File: src/rtl/sudoku_pkg.sv
// Shared types and constants for the Sudoku grid self-check engine.
package sudoku_pkg;

  localparam int N_CELLS = 81;
  localparam int GRID    = 9;
  localparam int BOX     = 3;
  localparam int CELL_AW = 7;

  typedef logic [CELL_AW-1:0] cell_addr_t;
  typedef logic [3:0]         digit_t;

  typedef enum logic [2:0] {
    ERR_NONE  = 3'd0,
    ERR_RANGE = 3'd1,
    ERR_GIVEN = 3'd2,
    ERR_ROW   = 3'd3,
    ERR_COL   = 3'd4,
    ERR_BOX   = 3'd5
  } chk_err_e;

  typedef enum logic [1:0] {
    IDLE  = 2'd0,
    SCAN  = 2'd1,
    DRAIN = 2'd2,
    DONE  = 2'd3
  } chk_state_e;

endpackage

File: src/rtl/sudoku_digit_dec.sv
// Cell value decoder: DW-bit value to a one-hot digit (bit k = digit k+1).
// Out-of-range values (0, >9, or nonzero upper bits) decode to all-zero.
module sudoku_digit_dec
  import sudoku_pkg::*;
#(
  parameter int DW = 8
) (
  input  logic [DW-1:0]   val,
  output logic [GRID-1:0] onehot,
  output logic            in_range
);

  digit_t d;
  assign d = val[3:0];

  // Range test and one-hot expansion.
  always_comb begin
    in_range = (val[DW-1:4] == '0) && (d != 4'd0) && (d <= digit_t'(GRID));
    onehot   = '0;
    for (int k = 0; k < GRID; k++) begin
      onehot[k] = in_range && (d == digit_t'(k + 1));
    end
  end

endmodule

File: config.mk
export PLATFORM = sky130hd
export DESIGN_NAME = sudoku_digit_dec
export DESIGN_NICKNAME = d
export VERILOG_FILES = /design/src/rtl/sudoku_pkg.sv /design/src/rtl/sudoku_digit_dec.sv
export SDC_FILE = /design/constraint.sdc
export NUM_CORES = 1
export LEC_CHECK = 0
export CAP_MARGIN = 5
export CORE_AREA = 2 2 39 41
export DETAILED_ROUTE_END_ITERATION = 10
export DIE_AREA = 0 0 41 43
export GPL_TIMING_DRIVEN = 0
export PLACE_DENSITY_LB_ADDON = 0.05
export SYNTH_ARGS = -nofsm -noshare
export SYNTH_HDL_FRONTEND = slang
export SYNTH_SLANG_ARGS = --single-unit
File: constraint.sdc
create_clock -name vclk -period 1.8
set_input_delay 0.18 -clock vclk [all_inputs]
set_output_delay 0.18 -clock vclk [all_outputs]
set_load 0.05 [all_outputs]
==> impl_results.md, run 1 <==
* Status: completed
* Effective utilization at floorplan at 8.77%
* Maximum frequency from static timing analysis at 583 MHz
* First DRT Iteration DRCs at 0
* Cells after DPL at 53
* Element type at the critical path start: primary input
* Count of antenna diodes in the layout at 0
* Cell type with the highest aggregate area in the netlist: nor4_1
* Post-Route WL at 656 um
* Fraction of layout instances using a drive strength above 1 at 62.2%
* Vertical die dimension at 43 um
* Max-capacitance violation count at 0
* Total of endpoints with negative setup slack in the final report at 0
* Normalized max-slew margin at 71.9%
* Global-route met3 utilization at 0%
* Setup ws final at 84.1 ps
* Slew of the pin with the lowest slew margin at 421 ps
* Via-per-instance ratio at around 4.6
* Power Density at 135 mW/mm^2
* Met2 Usage GRT at 10.3%
* Warnings from Yosys at 0
* Final worst path period share at 95.3%
* Netlist area before placement at 121 um^2
* Pins over their slew limit at 0
* Largest voltage drop on the vdd net at 0.0391 mV
* Pin count of the biggest net entering global routing at 8
* Number of buffers inserted by hold repair at cts at 0
* Kind of cell adding the most delay to the critical path: simple AND/OR/NAND/NOR gates
* Worst stage delay on the critical path at 510 ps
* Post-Syn Area per Cell at 6.39 um^2
* PortBufs at 18
* Most crowded layer after global routing: met1
* Buffers and inverters on the worst path at 2
* GRT overflow at 0
* Non-Filler Cell Area, Final at 397 um^2
* GR met1 Demand/Resource at 15.8%
* TritonRoute pass-1 iters at 1
* DRC violation count after routing at 0
* CP startpoint: val[7]
* Average wire per standard cell at 12.4 um
* Count of pins on the block boundary at 18
* Number of global-route vias before repair at 215
* Vias at 243
* Final Hold Violating Endpoints at 0
* Data arrival time of the critical path at 1540 ps
* Layout Nets at 47
* Final min period at 1720 ps
* Count of flip-flops and latches at 0
* Core ar. at ~0.0014 mm^2
* Worst min path class: in -> out
* Endpoint required time on the critical path at ~1600 ps
* Worst slack at placement at -714 ps
* Area share of the leading cell type in the synthesized netlist at 30.9%
* Biggest area contributors in the synthesized netlist: nor4_1 31%, nand2b_1 21%, nor3_1 21%
* RSZ-0062 raised after global routing: yes
* Post-CTS setup buffer count at 0
* Portion of the post-synthesis area used by sequential elements at 0%
* Crit Path Category: in -> out
* Die X at 41 um
* Wire length of the first global-routing pass at 1080 um
* Clock buffer cells at 0
* Area used by sequential logic in the layout at 0 um^2
* Placed Instance Area at 353 um^2
* Placed wire-length estimate at 416 um
* Final ANT Viol Nets at 0
* Count of different cell masters after synthesis at 7
* Crit Path Max Fanout at 5
* Global Route Usage Sum at 8.29%
* Startpoint of the tightest hold check path: val[3]
* P_leak at 0.143 nW
* Final standard cell utilization of the core at between 20 and 30%
* Count of non-filler cells in the finished layout at 53
* Critical Path, Cell by Cell: clkdlybuf4s50_1 > or4_4 > nor3_2 > buf_4
* Area Overhead vs Synth at 227%
* Post-synthesis instance total at 19
* Die Footprint at 0.00176 mm^2
* Antenna violations before repair at 0
* Overall power of the completed layout at approximately 0.053 mW
* Worst Setup End Kind: primary output
* Critical path's slowest cell: or4_4
* Number of rows created at floorplan at 14
* Post-synth net total at 27
* Final Wtd Congestion at roughly 0.6
logic make-up (layout without fill, tap and decap cells):
logic type / after synthesis / after routing / share of synthesized area, %
and+or+nand+nor: 17 / 18 / 84.5
AOI/OAI and AO/OA: 1 / 1 / 6.19
buffers and inverters: 1 / 18 / 9.28
layer usage:
metal	routed length [um]	share of wire, %
met1	329	50
met2	282	43
met3	44	6.7
met4	0	0
met5	0	0
timing repair:
item,4_1_cts,5_1_grt
resized for setup,87,3
cloned,1,0
endpoints found under the setup margin,10,5
pin swaps,8,2
layout make-up:
type / count / area, um^2
Timing Repair Buffer: 18 / 179
Fill cell: 153 / 987
Tap cell: 16 / 20.0
Multi-Input combinational cell: 19 / 198
synth_stat cells (all sizes together):
master and number:
buf 1, nand2 1, nand2b 4, nor3 5
nor4 6, o21a 1, or4 1
per-stage QoR:
step	hold WS (ps)	TNS [ps]
floorplan	465	-2410
global placement	1740	-6680
detailed placement	1740	-6810
CTS	971	0
global route	957	-1.17
finish	926	0
final timing paths:
path | to | slack, ps | cells past startpoint
worst max-delay path | in_range | 80 | 4
worst min-delay path | onehot[0] | 930 | 3
cells in the final DEF, fill, tap and decap left out:
cell type        count
buf_4                4
buf_6                6
clkdlybuf4s50_1      3
dlygate4sd2_1        3
dlymetal6s2s_1       2
nand2_1              1
nand2b_1             3
nand2b_2             1
nor3_2               5
nor4_1               1
nor4_2               3
nor4_4               2
o21a_1               1
or4_4                2
report_power, final:
part / total [mW] / switching (mW) / internal [mW]
registers: 0 / 0 / 0
logic: 0.0534 / 0.0317 / 0.0216
clock network: 0 / 0 / 0
total: 0.0534 / 0.0317 / 0.0216
Note: power is estimated with default switching activity, not from simulation.
==> run 2, diff against run 1 <==
- PLACE_DENSITY: default -> 0.48
- PLACE_DENSITY_LB_ADDON: 0.05 -> default
- REMOVE_ABC_BUFFERS: default -> 1
==> run 2 against run 1 <==
Design area fell by 10%. Power fell by 7.2%. Combinational power fell by 7.3%. Sequential share of layout area did not move. Critical path type unchanged. Via count fell by 4.5%. Largest power group unchanged. Global-route usage fell by 1.8 points. Die area did not move. Cell count did not move. Hold slack improved by 51 ps. Clock-buffer cell count did not move. Wire length rose by 0.76%.
==> impl_results.md, run 2 (same netlist as run 1, synthesis figures left out) <==
* Status: completed
* Worst Setup End Kind: primary output
* Core ar. at 0.00138 mm^2 (unchanged)
* Power Density at 139 mW/mm^2 (+3.2%)
* Number of buffers inserted by hold repair at cts at 0 (unchanged)
* Max-capacitance violation count at 0 (unchanged)
* Vertical die dimension at 43 um (unchanged)
* Worst slack at placement at -702 ps (+12.3 ps)
* DRC violation count after routing at 0 (unchanged)
* Number of rows created at floorplan at 14 (unchanged)
* Die X at 41 um (unchanged)
* Area used by sequential logic in the layout at 0 um^2 (unchanged)
* First DRT Iteration DRCs at 2 (+2)
* RSZ-0062 raised after global routing: no
* GRT overflow at 0 (unchanged)
* Count of flip-flops and latches at 0 (unchanged)
* Pin count of the biggest net entering global routing at 8 (unchanged)
* Count of non-filler cells in the finished layout at 53 (unchanged)
* Global Route Usage Sum at 6.49% (-1.8 points)
* Final Wtd Congestion at 0.546 (-9.3%)
* Worst min path class: in -> out
* Count of antenna diodes in the layout at 0 (unchanged)
* Non-Filler Cell Area, Final at 357 um^2 (-10%)
* Pins over their slew limit at 0 (unchanged)
* Largest voltage drop on the vdd net at 0.0252 mV (-36%)
* Placed Instance Area at 310 um^2 (-12%)
* Crit Path Category: in -> out
* PortBufs at 18 (unchanged)
* Slew of the pin with the lowest slew margin at 365 ps (-55.9 ps)
* Setup ws final at 100 ps (+16.1 ps)
* Layout Nets at 47 (unchanged)
* Startpoint of the tightest hold check path: val[5]
* Final Hold Violating Endpoints at 0 (unchanged)
* Antenna violations before repair at 0 (unchanged)
* Final min period at 1700 ps (-16.1 ps)
* Final worst path period share at 94.4% (-0.90 points)
* Die Footprint at 0.00176 mm^2 (unchanged)
* Data arrival time of the critical path at 1520 ps (-20 ps)
* Crit Path Max Fanout at 7 (+2)
* Count of pins on the block boundary at 18 (unchanged)
* P_leak at 0.123 nW (-14%)
* Final standard cell utilization of the core at 25.8% (-2.9 points)
* Most common cell after layout, fill and taps aside: buf_4
* Post-Route WL at 661 um (+0.76%)
* Endpoint with the worst hold slack: onehot[7]
* Count of instances resized after the clock tree is built at 86 (-1.1%)
* Fraction of layout instances using a drive strength above 1 at 48.6% (-14 points)
* Placed wire-length estimate at 414 um (-0.38%)
* Cells after DPL at 52 (-1.9%)
* Average wire per standard cell at 12.5 um (+0.76%)
* TritonRoute pass-1 iters at 2 (+1)
* Wire length of the first global-routing pass at 876 um (-19%)
* Normalized max-slew margin at 75.6% (+3.7 points)
* Total of endpoints with negative setup slack in the final report at 0 (unchanged)
* Clock buffer cells at 0 (unchanged)
* Endpoint required time on the critical path at 1620 ps (about the same)
* Post-CTS setup buffer count at 0 (unchanged)
* Via-per-instance ratio at 4.38 (-4.5%)
* Effective utilization at floorplan at 8.77% (unchanged)
* Vias at 232 (-4.5%)
* Maximum frequency from static timing analysis at 588 MHz (+0.95%)
* Final ANT Viol Nets at 0 (unchanged)
* Element type at the critical path start: primary input
* Number of global-route vias before repair at 191 (-11%)
* Leading cell types in the layout, fill and taps excluded: 7 x buf_4, 4 x nor3_1, 4 x nand2b_1, 4 x clkdlybuf4s50_1, 4 x dlygate4sd2_1
* Area Overhead vs Synth at 194%
* Hold Path Stages at 4 (+1)
[run 2: cell types whose count changed in the layout (fill, tap and decap cells not counted), sizes merged]
cell,previous run,this run
clkdlybuf4s50,3,4
dlygate4sd2,3,4
dlymetal6s2s,2,0
[run 2: final cells by class]
class                           count  area (um^2)
Fill cell                         163         1030
Multi-Input combinational cell     19          175
Tap cell                           16         20.0
Timing Repair Buffer               18          161
[run 2: how the worst max path moves through the flow]
stage / from / end / slack, ps / cells after the start
after floorplan: val[5] / onehot[0] / -670 / 2
after global placement: val[5] / onehot[7] / -690 / 4
after detailed placement: val[5] / onehot[2] / -700 / 4
after CTS: val[3] / onehot[5] / 90 / 4
after global routing: val[3] / onehot[5] / 40 / 4
final: val[3] / onehot[5] / 100 / 4
[run 2: metal layers]
metal | vias to the layer above | part of all wire, % | track usage, %
li1 | 116 | - | -
met4 | 0 | 0 | 0
met2 | 10 | 47 | 10.9
met1 | 106 | 43 | 8.86
met3 | 0 | 9.7 | 1.05
met5 | - | 0 | 0
[run 2: per-stage QoR]
step	TNS, ps	hold WS (ps)	power, mW
2_1_floorplan	-4640	544	0.0143
3_3_place_gp	-6370	1700	0.0416
3_5_place_dp	-6430	1700	0.0421
4_1_cts	0	977	0.0492
5_1_grt	0	993	0.0521
6_report	0	977	0.0495
[run 2: worst max-delay path: stages]
cell	delay (ps)
clkdlybuf4s50_1	590
nand2b_1	300
nor3_1	220
buf_4	230
[run 2: where the power goes]
| group | internal [mW] | total (mW) | switching (mW) |
|---|---|---|---|
| Sequential | 0 | 0 | 0 |
| Clock | 0 | 0 | 0 |
| Combinational | 0.0204 | 0.0495 | 0.0291 |
